--- src/rtl/fpaddsub_iter.sv ---
// Iterative IEEE-754 single-precision adder/subtractor with a start/done handshake.
// Alignment and normalisation advance one bit per clock. Rounding is truncation.
module fpaddsub_iter #(
  parameter int unsigned MAX_ALIGN = 26
) (
  input  logic        clk,
  input  logic        rst_n,
  input  logic        start,
  input  logic        op,
  input  logic [31:0] a_in,
  input  logic [31:0] b_in,
  output logic        busy,
  output logic        done,
  output logic [31:0] result
);

  localparam int unsigned DW = $clog2(MAX_ALIGN + 1);

  typedef enum logic [2:0] {StIdle, StUnpack, StAlign, StAdd, StNorm, StPack} state_e;

  state_e         state_q;
  logic [31:0]    a_q, b_q;
  logic           sx_q, eff_sub_q, nan_q, zero_q;
  logic [8:0]     ex_q;
  logic [23:0]    mx_q, my_q;
  logic [24:0]    sum_q;
  logic [DW-1:0]  d_q;

  logic [7:0]     ea, eb, big_e, small_e, diff;
  logic [23:0]    ma, mb, big_m, small_m;
  logic           a_big, big_s, is_nan;
  logic [DW-1:0]  d_init;
  logic [24:0]    sum_c, shl;
  logic [8:0]     ex_dec;
  logic [31:0]    packed_res;

  always_comb begin
    ea      = a_q[30:23];
    eb      = b_q[30:23];
    // Zero exponent covers both true zeros and denormals, which are flushed.
    ma      = (ea == 8'd0) ? 24'd0 : {1'b1, a_q[22:0]};
    mb      = (eb == 8'd0) ? 24'd0 : {1'b1, b_q[22:0]};
    is_nan  = (ea == 8'hFF) || (eb == 8'hFF);
    a_big   = {ea, ma} >= {eb, mb};
    big_e   = a_big ? ea : eb;
    small_e = a_big ? eb : ea;
    big_m   = a_big ? ma : mb;
    small_m = a_big ? mb : ma;
    big_s   = a_big ? a_q[31] : b_q[31];
    diff    = big_e - small_e;
    d_init  = ({24'd0, diff} >= MAX_ALIGN) ? DW'(MAX_ALIGN) : DW'(diff);
    sum_c   = eff_sub_q ? ({1'b0, mx_q} - {1'b0, my_q}) : ({1'b0, mx_q} + {1'b0, my_q});
    shl     = {sum_q[23:0], 1'b0};
    ex_dec  = ex_q - 9'd1;
    if (nan_q) begin
      packed_res = 32'h7FC0_0000;
    end else if (zero_q) begin
      packed_res = 32'h0000_0000;
    end else if (ex_q >= 9'd255) begin
      packed_res = {sx_q, 8'hFF, 23'h0};
    end else begin
      packed_res = {sx_q, ex_q[7:0], sum_q[22:0]};
    end
  end

  always_ff @(posedge clk or negedge rst_n) begin
    if (!rst_n) begin
      state_q   <= StIdle;
      busy      <= 1'b0;
      done      <= 1'b0;
      result    <= 32'h0000_0000;
      a_q       <= 32'h0;
      b_q       <= 32'h0;
      sx_q      <= 1'b0;
      eff_sub_q <= 1'b0;
      nan_q     <= 1'b0;
      zero_q    <= 1'b0;
      ex_q      <= 9'd0;
      mx_q      <= 24'd0;
      my_q      <= 24'd0;
      sum_q     <= 25'd0;
      d_q       <= '0;
    end else begin
      done <= 1'b0;
      unique case (state_q)
        StIdle: begin
          if (start) begin
            a_q     <= a_in;
            b_q     <= {b_in[31] ^ op, b_in[30:0]};
            nan_q   <= 1'b0;
            zero_q  <= 1'b0;
            busy    <= 1'b1;
            state_q <= StUnpack;
          end
        end
        StUnpack: begin
          sx_q      <= big_s;
          eff_sub_q <= a_q[31] ^ b_q[31];
          ex_q      <= {1'b0, big_e};
          mx_q      <= big_m;
          my_q      <= small_m;
          d_q       <= d_init;
          if (is_nan) begin
            nan_q   <= 1'b1;
            state_q <= StPack;
          end else if (d_init != '0) begin
            state_q <= StAlign;
          end else begin
            state_q <= StAdd;
          end
        end
        StAlign: begin
          my_q <= my_q >> 1;
          d_q  <= d_q - DW'(1);
          if (d_q == DW'(1)) state_q <= StAdd;
        end
        StAdd: begin
          sum_q <= sum_c;
          if (sum_c == 25'd0) begin
            zero_q  <= 1'b1;
            state_q <= StPack;
          end else if (sum_c[24] || !sum_c[23]) begin
            state_q <= StNorm;
          end else begin
            state_q <= StPack;
          end
        end
        StNorm: begin
          if (sum_q[24]) begin
            sum_q   <= sum_q >> 1;
            ex_q    <= ex_q + 9'd1;
            state_q <= StPack;
          end else begin
            sum_q <= shl;
            ex_q  <= ex_dec;
            // Exponent exhausted: flush to +0 rather than produce a denormal.
            if (ex_dec == 9'd0) begin
              zero_q  <= 1'b1;
              state_q <= StPack;
            end else if (shl[23]) begin
              state_q <= StPack;
            end
          end
        end
        StPack: begin
          result  <= packed_res;
          done    <= 1'b1;
          busy    <= 1'b0;
          state_q <= StIdle;
        end
        default: state_q <= StIdle;
      endcase
    end
  end

endmodule

--- config.mk ---
export PLATFORM = sky130hd
export DESIGN_NAME = fpaddsub_iter
export DESIGN_NICKNAME = d
export VERILOG_FILES = /design/src/rtl/fpaddsub_iter.sv
export SDC_FILE = /design/constraint.sdc
export NUM_CORES = 1
export LEC_CHECK = 0
export ABC_CLOCK_PERIOD_IN_PS = 4150
export CORE_MARGIN = 8
export CORE_UTILIZATION = 35
export CTS_CLUSTER_SIZE = 20
export DETAILED_ROUTE_END_ITERATION = 6
export SLEW_MARGIN = 25
export SYNTH_ARGS = -nofsm -noshare
export SYNTH_HDL_FRONTEND = slang
export SYNTH_SLANG_ARGS = --single-unit
export TNS_END_PERCENT = 10
--- constraint.sdc ---
create_clock -name clk -period 4.15 [get_ports clk]
set_input_delay 0.415 -clock clk [delete_from_list [all_inputs] [get_ports clk]]
set_output_delay 0.415 -clock clk [all_outputs]
set_load 0.01 [all_outputs]
==> out/qor.csv <==
stage;metric;value;unit
job;Max Cap Viol;0;
route;Routed Antenna Nets;0;
route;vias per cell;5.26;
logic_synthesis;cells after synthesis;1382;
logic_synthesis;area leader, netlist;dfrtp_1;
layout;Layout Nets;1749;
sta;setup violators final;6;
layout;final core utilization;46.6;%
worst_setup_path;Crit Path Class;reg2reg;
worst_setup_path;Critical Path Source Type;flip-flop;
worst_hold_path;Hold Path Class;in2async;
logic_synthesis;Net Count, Synth;1515;
layout;layout cells sized above 1;24.7;%
layout;Ant. Diodes;0;
layout;fillcell total;3357;
route;DR WL/cell;16.7;um
sta;Final Max Slew Viols;0;
cts;clk sinks;192;
die;die area;0.0416;sq mm
placed_design;Port Buf Inserts;101;
logic_synthesis;yosys warns;0;
logic_synthesis;Yosys top cell area share;38.9;%
worst_setup_path;R2R cell count;21;
global_routing;vias in the first global route;10748;
sta;max frequency;234;MHz
route;DRT iter0 DRCs;657;
route;final WL;34.8;mm
sta;minimum clock period;4.28;ns
status;failing checks;negative setup slack;
sta;Worst Setup Slack, final;-0.129;ns
status;status;finished, violations left;
worst_setup_path;Arr. time, crit path;4.62;ns
layout;fin cells;2090;
die;io pins;102;
die;Die Y;204;um
sta;Layout Skew;0.00984;ns
cts;# hold bufs at CTS;0;
logic_synthesis;Async SR Flop Fraction;100;%
cts;TritonCTS Buffers;17;
logic_synthesis;Post-synth EDFFs;0;
global_routing;largest net degree at the start of global routing;98;
sta;crit share post-route;103;%
logic_synthesis;main flop type after synthesis;dfrtp_1;
worst_setup_path;Crit path required time;4.49;ns
logic_synthesis;top cells by area, synth;dfrtp_1 39%, ha_1 6.5%, mux2_2 4.8%;
cts;CTS root buf;clkbuf_16;
logic_synthesis;mapped cell area;0.0124;sq mm
die;Core Region;0.0351;sq mm
logic_synthesis;mean post-synth cell area;8.94;sq um
global_routing;antenna violations before repair;0;
global_routing;first-pass GRT wire length;57.1;mm
placed_design;dpl cells;2043;
route;DR vias;10992;
route;detailed-router iteration count before antenna repair;5;
placed_design;placer congestion estimate;0.877;
die;row cnt;69;
sta;final number of hold-violating endpoints;0;
worst_setup_path;R2R Path Start;b_q[23]$_DFFE_PN0P_;
worst_setup_path;R2R Setup Slk;-0.13;ns
logic_synthesis;sequential element share of the synthesized area;38.9;%
die;Die X;204;um
sta;Worst Tran Pin Value;0.847;ns
cts;CTS tree;yes;
worst_setup_path;Critical Path Fanout Max;5;
worst_setup_path;R2R Path End;d_q[1]$_DFFE_PN0P_;
route;drt drc;0;
logic_synthesis;Netlist cell types;80;
placed_design;DP HPWL;25.9;mm
cts;CTS H-tree depth;4;
sta;Final TNS setup;-0.574;ns
cts;Max clock buf depth;2;
sta;worst rel slew slack;43.5;%
logic_synthesis;Yosys reg bits;192;
global_routing;Remaining Overflow, GRT;0;
cts;Worst-path clk slew;0.08;ns
sta;RSZ-0062 raised after global routing;yes;
worst_setup_path;CP Capture Type;flip-flop;
global_routing;combined global-route utilization of all metal layers;16.8;%
die;Starting Density;35.2;%
layout;area added between synthesis and finish;32.6;%
cts;clock latency on the worst-skew pair;0.46;ns
==> Yosys cell counts (4+ instances only) <==
cell / instances
a2111oi_0: 4
a211oi_1: 21
a21o_1: 13
a21oi_1: 95
a22o_1: 22
a22oi_1: 25
a31oi_1: 34
and2_1: 33
and3_1: 5
buf_1: 5
buf_2: 4
clkbuf_1: 73
dfrtp_1: 192
ha_1: 64
inv_1: 42
mux2_2: 53
mux2i_1: 28
nand2_1: 142
nand2b_1: 14
nand3_1: 19
nand3b_1: 4
nand4_1: 13
nor2_1: 120
nor2b_1: 33
nor3_1: 21
nor4_1: 14
o211ai_1: 16
o21a_1: 6
o21ai_0: 108
o21ai_1: 9
o22ai_1: 9
o31ai_1: 7
or3_1: 12
xnor2_1: 39
xor2_1: 7
==> logic make-up (layout without fill, tap and decap cells) <==
logic type,after synthesis,count (layout),synth area share (%)
and+or+nand+nor,454,454,18.0
AOI/OAI and AO/OA,416,416,21.8
DFF,192,192,38.9
buffers and inverters,127,374,4.19
muxes,81,81,7.10
adders and majority gates,65,65,6.64
xor gates and xnor gates,47,47,3.39
==> layout by cell type (no fill, tap or decap), types with 13 or more instances in the layout <==
cell type        count
dfrtp_1            192
buf_4              184
nand2_1            124
nor2_1             117
o21ai_0            107
clkdlybuf4s50_1    100
a21oi_1             88
mux2_2              53
ha_1                48
inv_1               41
xnor2_1             37
nor2b_1             33
a31oi_1             33
mux2i_1             25
a22oi_1             25
a22o_1              22
and2_1              20
nor3_1              20
a211oi_1            19
clkbuf_16           19
nand3_1             17
o211ai_1            16
nand2_2             15
ha_4                14
and2_4              13
nand4_1             13
a21o_1              13
nand2b_1            13
==> layout make-up <==
cell class | count | area (sq um) | area share (%)
Timing Repair Buffer | 300 | 2600 | 15.9
Sequential cell | 192 | 4800 | 29.3
Tap cell | 461 | 577 | 3.52
Clock inverter | 15 | 171 | 1.05
Multi-Input combinational cell | 1063 | 7650 | 46.7
Inverter | 42 | 158 | 0.962
Clock buffer | 17 | 425 | 2.60
==> routing by layer <==
metal | track usage (%) | share of wire [%]
met1 | 24.3 | 50
met2 | 25.5 | 45
met3 | 2.96 | 3.5
met4 | 4.43 | 1.5
met5 | 0 | 0
==> registers in the layout, summed over array words and instances, names as in the netlist, 3 cells and up <==
| register | count |
|---|---|
| b_q | 32 |
| state_q | 3 |
| d_q | 5 |
| mx_q | 24 |
| ex_q | 9 |
| my_q | 24 |
| result | 32 |
| sum_q | 25 |
| a_q | 32 |
==> worst max-delay path, cell delays in order (launching register included) <==
cell	delay, ns
dfrtp_1	0.42
nor4_4	0.37
nand2_4	0.16
buf_12	0.18
buf_4	0.14
nand2_1	0.12
ha_4	0.21
o21a_1	0.16
nor2_1	0.18
o31ai_4	0.11
a221oi_4	0.32
buf_6	0.15
o21a_4	0.17
mux2i_4	0.25
ha_2	0.21
inv_2	0.05
o221ai_4	0.08
a221oi_4	0.10
xnor2_2	0.17
and2_4	0.17
o211a_1	0.21
a211o_1	0.23
==> per-stage QoR <==
step	hold WS (ns)	cell area, sq um	setup WS (ns)
6_report	0.0363	16400	-0.129
5_1_grt	0.0875	16400	-0.359
4_1_cts	0.0602	16000	-0.135
3_5_place_dp	0.473	15000	-0.429
3_3_place_gp	0.464	15000	-0.347
2_1_floorplan	0.119	12400	-0.0994
==> worst max path at each step <==
stage / end / slack [ns] / start
floorplan: state_q[0]$_DFFE_PN0P_ / -0.1 / my_q[8]$_DFFE_PN0P_
CTS: d_q[1]$_DFFE_PN0P_ / -0.14 / a_q[26]$_DFFE_PN0P_
finish: d_q[1]$_DFFE_PN0P_ / -0.13 / b_q[23]$_DFFE_PN0P_
global placement: d_q[2]$_DFFE_PN0P_ / -0.35 / b_q[23]$_DFFE_PN0P_
detailed placement: state_q[0]$_DFFE_PN0P_ / -0.43 / b_q[23]$_DFFE_PN0P_
global route: state_q[0]$_DFFE_PN0P_ / -0.36 / my_q[4]$_DFFE_PN0P_
==> what timing repair did <==
action,CTS,global route
pin swaps,28,28
endpoints found under the setup margin,13,58
gates resized for setup,61,59
gates cloned,3,2
buffers inserted,7,3
Power is left out: the tool's default activity adds up to more than one toggle a clock period on the data nets, which glitch-free logic cannot reach.
